**src/rtl/ad7763_cfg_sequencer_if.sv**
```systemverilog
// Command channel between the configuration sequencer and the AD7763 serial writer.
interface ad7763_cfg_sequencer_if;
  localparam int unsigned CMD_W = 32;

  logic [CMD_W-1:0] cmd_tdata;
  logic             cmd_tvalid;
  logic             cmd_tready;
  logic             wr_done;

  // Sequencer side: issues words, observes acceptance and completion
  modport master (
    output cmd_tdata,
    output cmd_tvalid,
    input  cmd_tready,
    input  wr_done
  );

  // Serial writer side
  modport slave (
    input  cmd_tdata,
    input  cmd_tvalid,
    output cmd_tready,
    output wr_done
  );
endinterface

```
**src/rtl/ad7763_cfg_sequencer.sv**
```systemverilog
// AD7763 power-up/reconfiguration sequencer: streams register words from a table to the
// serial writer, pulses SYNC, waits for the decimation filter to settle, then enables capture.
module ad7763_cfg_sequencer #(
  parameter int unsigned N_WORDS        = 3,
  parameter int unsigned ADDR_W         = 4,
  parameter int unsigned GAP_CYCLES     = 16,
  parameter int unsigned SYNC_CYCLES    = 8,
  parameter int unsigned SETTLE_CYCLES  = 1024,
  parameter int unsigned TIMEOUT_CYCLES = 4096
) (
  input  logic                        i_clk100,
  input  logic                        i_rst,
  input  logic                        i_start,
  input  logic                        i_abort,
  output logic [ADDR_W-1:0]           o_tbl_addr,
  input  logic [31:0]                 i_tbl_data,
  ad7763_cfg_sequencer_if.master      cmd,
  output logic                        o_sync_n,
  output logic                        o_stream_en,
  output logic                        o_busy,
  output logic                        o_error
);

  localparam int unsigned MAX_AB  = (GAP_CYCLES > SYNC_CYCLES) ? GAP_CYCLES : SYNC_CYCLES;
  localparam int unsigned MAX_CD  = (SETTLE_CYCLES > TIMEOUT_CYCLES) ? SETTLE_CYCLES : TIMEOUT_CYCLES;
  localparam int unsigned MAX_CNT = (MAX_AB > MAX_CD) ? MAX_AB : MAX_CD;
  localparam int unsigned CNT_W   = $clog2(MAX_CNT) + 1;

  typedef enum logic [3:0] {
    S_IDLE,
    S_LOAD,
    S_SEND,
    S_WAIT_DONE,
    S_GAP,
    S_SYNC,
    S_SETTLE,
    S_RUN,
    S_ERROR
  } state_t;

  state_t             r_state;
  logic [CNT_W-1:0]   r_cnt;
  logic [ADDR_W-1:0]  r_idx;
  logic [ADDR_W-1:0]  r_tbl_addr;
  logic [31:0]        r_cmd_tdata;
  logic               r_cmd_tvalid;
  logic               r_sync_n;
  logic               r_stream_en;
  logic               r_busy;
  logic               r_error;

  assign o_tbl_addr     = r_tbl_addr;
  assign cmd.cmd_tdata  = r_cmd_tdata;
  assign cmd.cmd_tvalid = r_cmd_tvalid;
  assign o_sync_n       = r_sync_n;
  assign o_stream_en    = r_stream_en;
  assign o_busy         = r_busy;
  assign o_error        = r_error;

  // Sequencer FSM; every output is updated together with the state it belongs to
  always_ff @(posedge i_clk100) begin
    if (i_rst) begin
      r_state      <= S_IDLE;
      r_cnt        <= '0;
      r_idx        <= '0;
      r_tbl_addr   <= '0;
      r_cmd_tdata  <= '0;
      r_cmd_tvalid <= 1'b0;
      r_sync_n     <= 1'b1;
      r_stream_en  <= 1'b0;
      r_busy       <= 1'b0;
      r_error      <= 1'b0;
    end else if (i_abort) begin
      r_state      <= S_IDLE;
      r_cnt        <= '0;
      r_cmd_tvalid <= 1'b0;
      r_sync_n     <= 1'b1;
      r_stream_en  <= 1'b0;
      r_busy       <= 1'b0;
      r_error      <= 1'b0;
    end else begin
      case (r_state)
        S_IDLE, S_RUN, S_ERROR: begin
          if (i_start) begin
            r_state     <= S_LOAD;
            r_cnt       <= '0;
            r_idx       <= '0;
            r_tbl_addr  <= '0;
            r_stream_en <= 1'b0;
            r_busy      <= 1'b1;
            r_error     <= 1'b0;
          end
        end
        S_LOAD: begin
          r_cmd_tdata  <= i_tbl_data;
          r_cmd_tvalid <= 1'b1;
          r_state      <= S_SEND;
        end
        S_SEND: begin
          if (r_cmd_tvalid && cmd.cmd_tready) begin
            r_cmd_tvalid <= 1'b0;
            r_cnt        <= '0;
            r_state      <= S_WAIT_DONE;
          end
        end
        S_WAIT_DONE: begin
          // a completion arriving on the final allowed cycle still counts as success
          if (cmd.wr_done) begin
            r_cnt   <= '0;
            r_state <= S_GAP;
          end else if (r_cnt == CNT_W'(TIMEOUT_CYCLES - 1)) begin
            r_cnt   <= '0;
            r_busy  <= 1'b0;
            r_error <= 1'b1;
            r_state <= S_ERROR;
          end else begin
            r_cnt <= r_cnt + CNT_W'(1);
          end
        end
        S_GAP: begin
          if (r_cnt == CNT_W'(GAP_CYCLES - 1)) begin
            r_cnt <= '0;
            if (r_idx < ADDR_W'(N_WORDS - 1)) begin
              r_idx      <= r_idx + ADDR_W'(1);
              r_tbl_addr <= r_idx + ADDR_W'(1);
              r_state    <= S_LOAD;
            end else begin
              r_sync_n <= 1'b0;
              r_state  <= S_SYNC;
            end
          end else begin
            r_cnt <= r_cnt + CNT_W'(1);
          end
        end
        S_SYNC: begin
          if (r_cnt == CNT_W'(SYNC_CYCLES - 1)) begin
            r_cnt    <= '0;
            r_sync_n <= 1'b1;
            r_state  <= S_SETTLE;
          end else begin
            r_cnt <= r_cnt + CNT_W'(1);
          end
        end
        S_SETTLE: begin
          if (r_cnt == CNT_W'(SETTLE_CYCLES - 1)) begin
            r_cnt       <= '0;
            r_stream_en <= 1'b1;
            r_busy      <= 1'b0;
            r_state     <= S_RUN;
          end else begin
            r_cnt <= r_cnt + CNT_W'(1);
          end
        end
        default: begin
          r_state <= S_IDLE;
        end
      endcase
    end
  end

endmodule
```
**src/flat_wrapper.sv**
```systemverilog
// flat-port wrapper written by rule: the top's interface ports become plain ports
module ad7763_cfg_sequencer_flat 
#(
  parameter int unsigned N_WORDS        = 3,
  parameter int unsigned ADDR_W         = 4,
  parameter int unsigned GAP_CYCLES     = 16,
  parameter int unsigned SYNC_CYCLES    = 8,
  parameter int unsigned SETTLE_CYCLES  = 1024,
  parameter int unsigned TIMEOUT_CYCLES = 4096
)
  (i_clk100, i_rst, i_start, i_abort, o_tbl_addr, i_tbl_data, o_sync_n, o_stream_en, o_busy, o_error, cmd_cmd_tdata, cmd_cmd_tvalid, cmd_cmd_tready, cmd_wr_done);
  ad7763_cfg_sequencer_if cmd_i ();
  input  logic i_clk100;
  input  logic i_rst;
  input  logic i_start;
  input  logic i_abort;
  output logic [ADDR_W-1:0] o_tbl_addr;
  input  logic [31:0] i_tbl_data;
  output logic o_sync_n;
  output logic o_stream_en;
  output logic o_busy;
  output logic o_error;
  output wire logic [$bits(cmd_i.cmd_tdata)-1:0] cmd_cmd_tdata;
  output wire logic [$bits(cmd_i.cmd_tvalid)-1:0] cmd_cmd_tvalid;
  input wire logic [$bits(cmd_i.cmd_tready)-1:0] cmd_cmd_tready;
  input wire logic [$bits(cmd_i.wr_done)-1:0] cmd_wr_done;
  assign cmd_cmd_tdata = cmd_i.cmd_tdata;
  assign cmd_cmd_tvalid = cmd_i.cmd_tvalid;
  assign cmd_i.cmd_tready = cmd_cmd_tready;
  assign cmd_i.wr_done = cmd_wr_done;
  ad7763_cfg_sequencer #(.N_WORDS(N_WORDS), .ADDR_W(ADDR_W), .GAP_CYCLES(GAP_CYCLES), .SYNC_CYCLES(SYNC_CYCLES), .SETTLE_CYCLES(SETTLE_CYCLES), .TIMEOUT_CYCLES(TIMEOUT_CYCLES)) u_core (.i_clk100(i_clk100), .i_rst(i_rst), .i_start(i_start), .i_abort(i_abort), .o_tbl_addr(o_tbl_addr), .i_tbl_data(i_tbl_data), .cmd(cmd_i), .o_sync_n(o_sync_n), .o_stream_en(o_stream_en), .o_busy(o_busy), .o_error(o_error));
endmodule
```
**config.mk**
```make
export PLATFORM = sky130hd
export DESIGN_NAME = ad7763_cfg_sequencer_flat
export DESIGN_NICKNAME = d
export VERILOG_FILES = /design/src/rtl/ad7763_cfg_sequencer_if.sv /design/src/rtl/ad7763_cfg_sequencer.sv /design/src/flat_wrapper.sv
export SDC_FILE = /design/constraint.sdc
export NUM_CORES = 1
export LEC_CHECK = 0
export ABC_AREA = 1
export CORE_MARGIN = 2
export CORE_UTILIZATION = 55
export DETAILED_ROUTE_END_ITERATION = 8
export DONT_BUFFER_PORTS = 1
export GPL_TIMING_DRIVEN = 0
export PLACE_DENSITY = 0.7
export SLEW_MARGIN = 20
export SYNTH_ARGS = -nofsm -noshare
export SYNTH_HDL_FRONTEND = slang
export SYNTH_SLANG_ARGS = --single-unit
```
**constraint.sdc**
```tcl
create_clock -name i_clk100 -period 4.7 [get_ports i_clk100]
set_input_delay 0 -clock i_clk100 [delete_from_list [all_inputs] [get_ports i_clk100]]
set_output_delay 0 -clock i_clk100 [all_outputs]
set_load 0.01 [all_outputs]
```
==> reports/metrics.cfg, run 1 <==
[outcome]
status=completed

[logic_synthesis]
ys_warn_count=0
syn_nets=467
ys_ff_latch=58
avgSynthCellArea_um2=6.80
synth.distinct_cells=31
synth_seq_area_share_pct=40.0
syn_area_mm2=0.00290
synth_cells=427

[drt]
vias=2903
drt-total-wl_um=7440
drc_errors=0
wl_per_cell_um=13.5
antenna_left=0
drtIter0Drc=142
drtPass1Iterations=5
via_per_inst=5.28

[critical_path]
arrival_ns=2.49
path_max_fanout=6
crit_type=register to register
cp_cell_sequence=ha_1 -> nand2_1 -> nor2_1 -> nand2_2 -> clkinv_1 -> nand2_1 -> nand2_1 -> nand3_1 -> nor2_1 -> o21a_1 -> dlygate4sd3_1
cp_data_required_time_ns=4.98
end_kind=register
critPathMaxStageDelay_ns=0.53
r2r_slack_ns=2.50
cp-start-kind=register
cpMostUsedCell=nand2_1
worst_path_max_delay_cell=dlygate4sd3_1

[global_routing]
grt_max_degree=11
use_met2_pct=41.1
gr-usage-all-layers_pct=25.7
grt_pass1_wl_um=12200
antenna_found_initial=0
grt_pass1_vias=2718
use_met3_pct=7.29
grt_util_met1_pct=31.9
grt_busiest_layer=met2
overflow=0

[timing]
relSlewSlack_pct=70.1
worst_hold_slack_ns=0.0373
skew_ns=0.00681
hold_violations=0
finalSetupViolCount=0
drv_slew=0
period_share_pct=46.9
rsz0062_at_grt=false
fin_crit_ns=2.20
clock.fmax_mhz=454
timing.final.ws_setup_ns=2.50
tns_ns=0
worst_slew_pin_slew_ns=0.448

[clock_network]
numCtsBuffers=9
cts_root_buffer=clkbuf_8
cts_setup_buffers=0
clock-sinks=58
path_clk_slew_ns=0.07
insertion_delay_ns=0.34
cts_buffer_depth=2
cts_tree=done
htree_levels=3

[cells_and_area]
drive_gt1_share_pct=10.6
area_growth_syn_to_layout_pct=23.3
finish.instance_area_mm2=0.00358
fin_cells=550
nNetsFinal=515
layout_commonest_cell=nand2_1
final_cell_mix=108 x nand2_1, 61 x nand3_1, 58 x dfxtp_1, 47 x nor2_1, 45 x a21oi_1
diodes=0

[place]
port_buffers=0
placed_cell_area_mm2=0.00299
dp_cells=497
dp_slack_ns=2.78
gp_congestion=0.881
detailed_place_hpwl_um=4980

[worst_hold_path]
hold_path_class=input port to register

[die]
core_area_mm2=0.00511
start_util_pct=56.9
die-area_mm2=0.00588
die_w_um=76.7
rows=26
fp.dieH_um=76.7
io-pin-count=79

[power]
p_per_area_mw_per_mm2=361
ir_drop_mv=0.224
p_leak_nw=1.43

[run]
maxCapViolations=0

-- sequential cells by signal (all words and copies together), names as in the netlist --
signal,count
u_core.o_error,1
u_core.o_busy,1
u_core.r_state,4
u_core.o_tbl_addr,4
u_core.r_cnt,13
u_core.o_stream_en,1
u_core.cmd.cmd_tdata,32
u_core.o_sync_n,1
u_core.cmd.cmd_tvalid,1
-- synth_stat cells --
master	n	area [um2]
nand3_2	1	10.0
a21o_1	1	7.51
clkinv_1	4	15.0
and3_1	1	6.26
dfxtp_1	58	1160
nor2_4	3	33.8
nand2_2	11	68.8
a21oi_1	45	225
inv_4	1	6.26
xor2_1	2	17.5
buf_2	5	25.0
o21ai_0	13	65.1
nand3_1	61	305
nand3b_1	1	7.51
nand2_1	108	405
nor2_2	5	31.3
ha_1	2	25.0
o21a_1	1	7.51
nand4_1	3	18.8
nor2_8	1	20.0
a31oi_1	1	6.26
clkinv_2	1	5.00
o211ai_1	1	7.51
inv_1	29	109
clkbuf_1	9	33.8
inv_2	1	3.75
buf_8	1	15.0
nand2_4	5	56.3
o21ai_2	1	8.76
nor2_1	47	176
nor3_1	4	20.0
-- final timing paths --
kind                                start  cells past startpoint                      endpoint
max          u_core.r_cnt[0]$_SDFFE_PP0P_                     11   u_core.o_error$_SDFFE_PP0P_
min                           cmd_wr_done                      5  u_core.r_cnt[6]$_SDFFE_PP0P_
max reg2reg  u_core.r_cnt[0]$_SDFFE_PP0P_                     11   u_core.o_error$_SDFFE_PP0P_
min reg2reg  u_core.r_cnt[1]$_SDFFE_PP0P_                      2  u_core.r_cnt[1]$_SDFFE_PP0P_
-- cell families after synthesis --
group | synth area share [%]
AOI/OAI and AO/OA | 11.3
xor gates and xnor gates | 0.603
adders and majority gates | 0.862
buffers and inverters | 7.32
DFF | 40.0
and+or+nand+nor | 39.9
-- worst max-delay path, delay by kind of cell, from the launching register on --
kind                     cells  cell delay (ns)
flip-flops                   1             0.38
AND/OR/NAND/NOR              7             0.75
adder cells (fa/ha/maj)      1             0.29
AO/OA/AOI/OAI                1             0.11
buffers and inverters        2             0.61
-- per-layer routing --
layer	part of all wire, %	wire length [um]	vias to the layer above
met5	0	0	-
met4	2.8	211	0
met3	6.1	455	19
met2	48	3560	102
met1	43	3210	1300
li1	-	-	1482
-- area by class of cell --
class	instances	area [um2]
multi-input cells	318	1530
fillers	421	1530
flip-flops and latches	58	1160
repair buffers	37	370
clock buffers	11	141
inverters	36	139
well taps	70	87.6
clock inverters	5	77.6
plain buffers	15	73.8
-- stage by stage --
| stage | utilization (%) | total power, W |
|---|---|---|
| floorplan | - | 0.000714 |
| global placement | 58.6 | 0.000757 |
| detailed placement | 58.6 | 0.000759 |
| CTS | 70.1 | 0.00130 |
| global route | 70.1 | 0.00135 |
| finish | 70.1 | 0.00129 |
-- power breakdown --
| part | internal [W] | leakage (nW) | switching, W | total [W] |
|---|---|---|---|---|
| clock network | 0.000311 | 0.109 | 0.000204 | 0.000515 |
| registers | 0.000511 | 0.469 | 0.0000226 | 0.000534 |
| logic | 0.0000893 | 0.855 | 0.000154 | 0.000243 |
-- what timing repair did --
action	in CTS	in global routing
endpoints found under the hold margin	46	0
gates resized for setup	0	0
hold buffers	37	0
(Power assumes the default switching activity.)
==> inputs of run 2 (changes only) <==
--- a/config.mk
+++ b/config.mk
@@ -11,7 +11,7 @@
 export DETAILED_ROUTE_END_ITERATION = 8
 export DONT_BUFFER_PORTS = 1
 export GPL_TIMING_DRIVEN = 0
-export PLACE_DENSITY = 0.7
+export PLACE_DENSITY = 0.73
 export SLEW_MARGIN = 20
 export SYNTH_ARGS = -nofsm -noshare
 export SYNTH_HDL_FRONTEND = slang
==> constraint.sdc (replaced) <==
create_clock -name i_clk100 -period 1.98 [get_ports i_clk100]
set_input_delay 0 -clock i_clk100 [delete_from_list [all_inputs] [get_ports i_clk100]]
set_output_delay 0 -clock i_clk100 [all_outputs]
set_load 0.01 [all_outputs]
==> reports/metrics.cfg, run 2 (synthesis gave the netlist of run 1 again) <==
[timing]
fin_crit_ns=1.80  ; -0.408 ns
worst_slew_pin_slew_ns=0.463  ; +0.0152 ns
hold_violations=0  ; unchanged
skew_ns=0.00522  ; -0.00160 ns
rsz0062_at_grt=false
drv_slew=0  ; unchanged
finalSetupViolCount=0  ; unchanged
tns_ns=0  ; unchanged
period_share_pct=90.8  ; +44 points
timing.final.ws_setup_ns=0.183  ; -2.31 ns
clock.fmax_mhz=556  ; +23%
relSlewSlack_pct=69.1  ; -1.0 points

[critical_path]
cp-start-kind=register
r2r_slack_ns=0.18  ; -2.31 ns
crit_start=u_core.r_cnt[1]$_SDFFE_PP0P_
endpoint=u_core.r_cnt[10]$_SDFFE_PP0P_
arrival_ns=2.03  ; -0.46 ns
r2r-start=u_core.r_cnt[1]$_SDFFE_PP0P_
r2r_cells=12  ; +1
path_max_fanout=6  ; unchanged
crit_type=register to register
end_kind=register
cp_data_required_time_ns=2.21  ; -2.77 ns
reg2reg_to=u_core.r_cnt[10]$_SDFFE_PP0P_

[power]
p_leak_nw=1.42  ; -0.58%
ir_drop_mv=0.534  ; +140%
p_per_area_mw_per_mm2=856  ; +140%

[outcome]
status=completed

[drt]
drtIter0Drc=191  ; +35%
antenna_left=0  ; unchanged
drt-total-wl_um=7650  ; +2.8%
drtPass1Iterations=4  ; -1
drc_errors=0  ; unchanged
via_per_inst=5.33  ; +0.94%
wl_per_cell_um=13.9  ; +3.0%
vias=2925  ; +0.76%

[global_routing]
antenna_found_initial=0  ; unchanged
overflow=0  ; unchanged
gr-usage-all-layers_pct=27.3  ; +1.7 points
grt_pass1_vias=2844  ; +4.6%
grt_max_degree=11  ; unchanged
grt_pass1_wl_um=12800  ; +5.7%

[die]
rows=26  ; unchanged
io-pin-count=79  ; unchanged
die-area_mm2=0.00588  ; unchanged
fp.dieH_um=76.7  ; unchanged
die_w_um=76.7  ; unchanged
core_area_mm2=0.00511  ; unchanged
start_util_pct=56.9  ; unchanged

[clock_network]
path_clk_slew_ns=0.07  ; about the same
cts_tree=done
clock-sinks=58  ; unchanged
numCtsBuffers=9  ; unchanged
cts_setup_buffers=0  ; unchanged
cts_root_buffer=clkbuf_8
cts_buffer_depth=2  ; unchanged
insertion_delay_ns=0.34  ; about the same
htree_levels=3  ; unchanged

[place]
gp_congestion=0.902  ; +2.5%
port_buffers=0  ; unchanged
dp_slack_ns=0.0787  ; -2.70 ns
detailed_place_hpwl_um=4970  ; -0.21%
placed_cell_area_mm2=0.00299  ; unchanged

[cells_and_area]
layout_commonest_cell=nand2_1
nNetsFinal=514  ; -0.19%
drive_gt1_share_pct=11.3  ; +0.65 points
multi_input_area_mm2=0.00155  ; +0.98%
final_cell_mix=108 x nand2_1, 61 x nand3_1, 57 x dfxtp_1, 46 x nor2_1, 45 x a21oi_1
fill_cells=450  ; +6.9%
diodes=0  ; unchanged
area_growth_syn_to_layout_pct=23.5
largest_register_ffs=32  ; unchanged
final_util_pct=70.2  ; +0.12 points
regArea_mm2=0.00116  ; +0.11%
finish.instance_area_mm2=0.00359  ; +0.17%

[run]
maxCapViolations=0  ; unchanged

[worst_hold_path]
hold_path_class=input port to register

==> run 2: cell types whose count changed in the layout (fill, tap and decap cells not counted), sizes merged <==
cell and delta:
dlygate4sd3 -1
==> run 2: worst max-delay path: stages (launching register included) <==
cell      delay [ns]
dfxtp_1         0.39
ha_4            0.19
nand2_1         0.06
nor2_1          0.15
nand2_2         0.12
clkinv_1        0.07
nand2_1         0.07
nand2_2         0.10
nand2_2         0.09
nor2_2          0.15
nand2_1         0.08
nand2_2         0.15
nor2_1          0.07
==> run 2: metal layers <==
metal / track usage, % / wire, um / vias up
met4: 14.0 / 314 / 0
met1: 30.8 / 3030 / 1292
met5: 0 / 0 / -
li1: - / - / 1484
met3: 9.06 / 542 / 36
met2: 46.1 / 3770 / 113
==> run 2: how the worst min path moves through the flow <==
stage | start | cells after the start | slack [ns] | to
global route | cmd_wr_done | 5 | 0.07 | u_core.r_cnt[6]$_SDFFE_PP0P_
finish | cmd_wr_done | 5 | 0.03 | u_core.r_cnt[6]$_SDFFE_PP0P_
CTS | i_abort | 3 | 0.03 | u_core.cmd.cmd_tdata[30]$_SDFFE_PP0P_
detailed placement | i_tbl_data[30] | 2 | 0.17 | u_core.cmd.cmd_tdata[30]$_SDFFE_PP0P_
global placement | i_tbl_data[1] | 2 | 0.17 | u_core.cmd.cmd_tdata[1]$_SDFFE_PP0P_
floorplan | i_abort | 2 | 0.16 | u_core.o_sync_n$_SDFFE_PP1P_
==> run 2: what timing repair did <==
item,in CTS,in global routing
endpoints found under the hold margin,41,0
hold buffers,36,0
setup endpoints to repair,0,9
gates resized for setup,0,4
==> run 2: power by group <==
part / internal, W / switching, W / total, W
Clock: 0.000739 / 0.000486 / 0.00122
Sequential: 0.00121 / 0.0000568 / 0.00127
Combinational: 0.000212 / 0.000365 / 0.000577
Total: 0.00216 / 0.000908 / 0.00307
==> run 2: layout make-up <==
cell class / instances / share of cell area [%]
well taps: 70 / 2.44
multi-input cells: 318 / 43.1
clock buffers: 11 / 3.94
repair buffers: 36 / 10.0
plain buffers: 15 / 2.06
flip-flops and latches: 58 / 32.4
clock inverters: 5 / 2.16
inverters: 36 / 3.87
==> run 2: metrics by stage <==
step | total power [W] | instances | hold WS, ns
6_report | 0.00307 | 549 | 0.0323
5_1_grt | 0.00321 | 549 | 0.0685
4_1_cts | 0.00308 | 549 | 0.0290
3_5_place_dp | 0.00180 | 497 | 0.170
2_1_floorplan | 0.00170 | 427 | 0.156
3_3_place_gp | 0.00179 | 497 | 0.168
==> inputs of run 3 (changes only) <==
==> constraint.sdc (replaced) <==
create_clock -name i_clk100 -period 1.6 [get_ports i_clk100]
set_input_delay 0 -clock i_clk100 [delete_from_list [all_inputs] [get_ports i_clk100]]
set_output_delay 0 -clock i_clk100 [all_outputs]
set_load 0.01 [all_outputs]
==> reports/metrics.cfg, run 3 (synthesis gave the netlist of run 1 again) <==
[die]
io-pin-count=79  ; unchanged
die-area_mm2=0.00588  ; unchanged
core_area_mm2=0.00511  ; unchanged
die_w_um=76.7  ; unchanged
start_util_pct=56.9  ; unchanged
fp.dieH_um=76.7  ; unchanged
rows=26  ; unchanged

[global_routing]
use_met2_pct=46.5  ; +0.44 points
grt_max_degree=11  ; unchanged
antenna_found_initial=0  ; unchanged
use_met3_pct=9.18  ; +0.12 points
overflow=0  ; unchanged
grt_pass1_vias=2917  ; +2.6%
grt_busiest_layer=met2
gr-usage-all-layers_pct=27.9  ; +0.60 points
grt_util_met1_pct=32.0  ; +1.2 points
grt_pass1_wl_um=13200  ; +2.4%

[drt]
antenna_left=0  ; unchanged
drtIter0Drc=159  ; -17%
drtPass1Iterations=5  ; +1
drc_errors=0  ; unchanged
wl_per_cell_um=14.8  ; +6.1%
via_per_inst=5.53  ; +3.8%
drt-total-wl_um=8380  ; +9.6%
vias=3135  ; +7.2%

[clock_network]
cts_buffer_depth=2  ; unchanged
path_clk_slew_ns=0.07  ; about the same
clock-sinks=58  ; unchanged
numCtsBuffers=9  ; unchanged
cts_root_buffer=clkbuf_8
insertion_delay_ns=0.34  ; about the same
htree_levels=3  ; unchanged
cts_tree=done

[timing]
drv_slew=0  ; unchanged
relSlewSlack_pct=64.6  ; -4.5 points
finalSetupViolCount=0  ; unchanged
rsz0062_at_grt=true
worst_slew_pin_slew_ns=0.530  ; +0.0671 ns
tns_ns=0  ; unchanged
period_share_pct=99.4  ; +8.6 points
skew_ns=0.00494  ; -0.000278 ns
clock.fmax_mhz=629  ; +13%
hold_violations=0  ; unchanged
timing.final.ws_setup_ns=0.00972  ; -0.173 ns
fin_crit_ns=1.59  ; -0.207 ns

[worst_hold_path]
hold_start=cmd_wr_done
hold_path_class=input port to register

[critical_path]
end_kind=register
cp_data_required_time_ns=1.87  ; -0.34 ns
path_max_fanout=6  ; unchanged
arrival_ns=1.86  ; -0.17 ns
cp-start-kind=register
crit_start=u_core.r_state[2]$_SDFFE_PP0P_
crit_type=register to register
r2r-start=u_core.r_state[2]$_SDFFE_PP0P_

[cells_and_area]
drive_gt1_share_pct=22.7  ; +11 points
fill_cells=390  ; -13%
diodes=0  ; unchanged
regArea_mm2=0.00118  ; +1.6%
nNetsFinal=532  ; +3.5%
final_cell_mix=102 x nand2_1, 58 x nand3_1, 48 x dfxtp_1, 43 x a21oi_1, 36 x dlygate4sd3_1
area_growth_syn_to_layout_pct=35.1
final_util_pct=76.8  ; +6.6 points
layout_commonest_cell=nand2_1
multi_input_area_mm2=0.00170  ; +10%
largest_register_ffs=32  ; unchanged

[outcome]
status=completed

[power]
ir_drop_mv=0.647  ; +21%
p_per_area_mw_per_mm2=1020  ; +19%
p_leak_nw=1.61  ; +13%

[place]
dp_slack_ns=-0.301  ; -0.380 ns
gp_congestion=0.902  ; unchanged
port_buffers=0  ; unchanged
detailed_place_hpwl_um=4970  ; unchanged

[run]
maxCapViolations=0  ; unchanged

==> run 3: stage by stage <==
step	total power, W	cell area [um2]	hold slack (ns)	instances
finish	0.00399	3920	0.0423	567
global placement	0.00222	2990	0.168	497
global route	0.00415	3920	0.0685	567
CTS	0.00384	3700	0.0290	556
detailed placement	0.00223	2990	0.170	497
floorplan	0.00210	2900	0.156	427
==> run 3: critical path, stage by stage, from the launching register on <==
cell	delay, ns
dfxtp_4	0.38
inv_4	0.05
nor2_4	0.13
buf_4	0.16
nand3_2	0.12
inv_4	0.13
o21ai_4	0.08
nand2_4	0.10
nor2_4	0.05
nand2_2	0.08
nand2_4	0.09
a21oi_2	0.13
==> run 3: final cells by class <==
class                      instances  area share (%)
buffer                            15            2.01
clock buffer                      11            3.60
multi-input combinational        318            43.4
tap                               70            2.23
clock inverter                     5            1.98
timing repair buffer              54            12.6
sequential                        58            30.1
inverter                          36            3.99
==> run 3: per-layer routing <==
metal	vias to the layer above	wire (um)
met4	0	280
met2	143	4230
met1	1442	3310
li1	1517	-
met5	-	0
met3	33	565
==> run 3: worst paths after layout <==
| kind | to | slack [ns] | cells after the start |
|---|---|---|---|
| min reg2reg | u_core.cmd.cmd_tdata[7]$_SDFFE_PP0P_ | 0.51 | 2 |
| max | u_core.r_cnt[0]$_SDFFE_PP0P_ | 0.01 | 11 |
| min | u_core.r_cnt[6]$_SDFFE_PP0P_ | 0.04 | 5 |
| max reg2reg | u_core.r_cnt[0]$_SDFFE_PP0P_ | 0.01 | 11 |
==> run 3: repair_timing <==
action                                 in CTS  in global routing
hold buffers                               36                  0
endpoints found under the hold margin      47                  0
pin swaps                                   5                 28
gates resized for setup                    21                 53
setup endpoints to repair                  46                 54
setup buffers                               7                 11
==> run 3: report_power, final <==
group | leakage (nW) | internal (W) | switching, W
sequential | 0.475 | 0.00150 | 0.0000788
combinational | 1.02 | 0.000350 | 0.000535
clock | 0.109 | 0.000914 | 0.000604
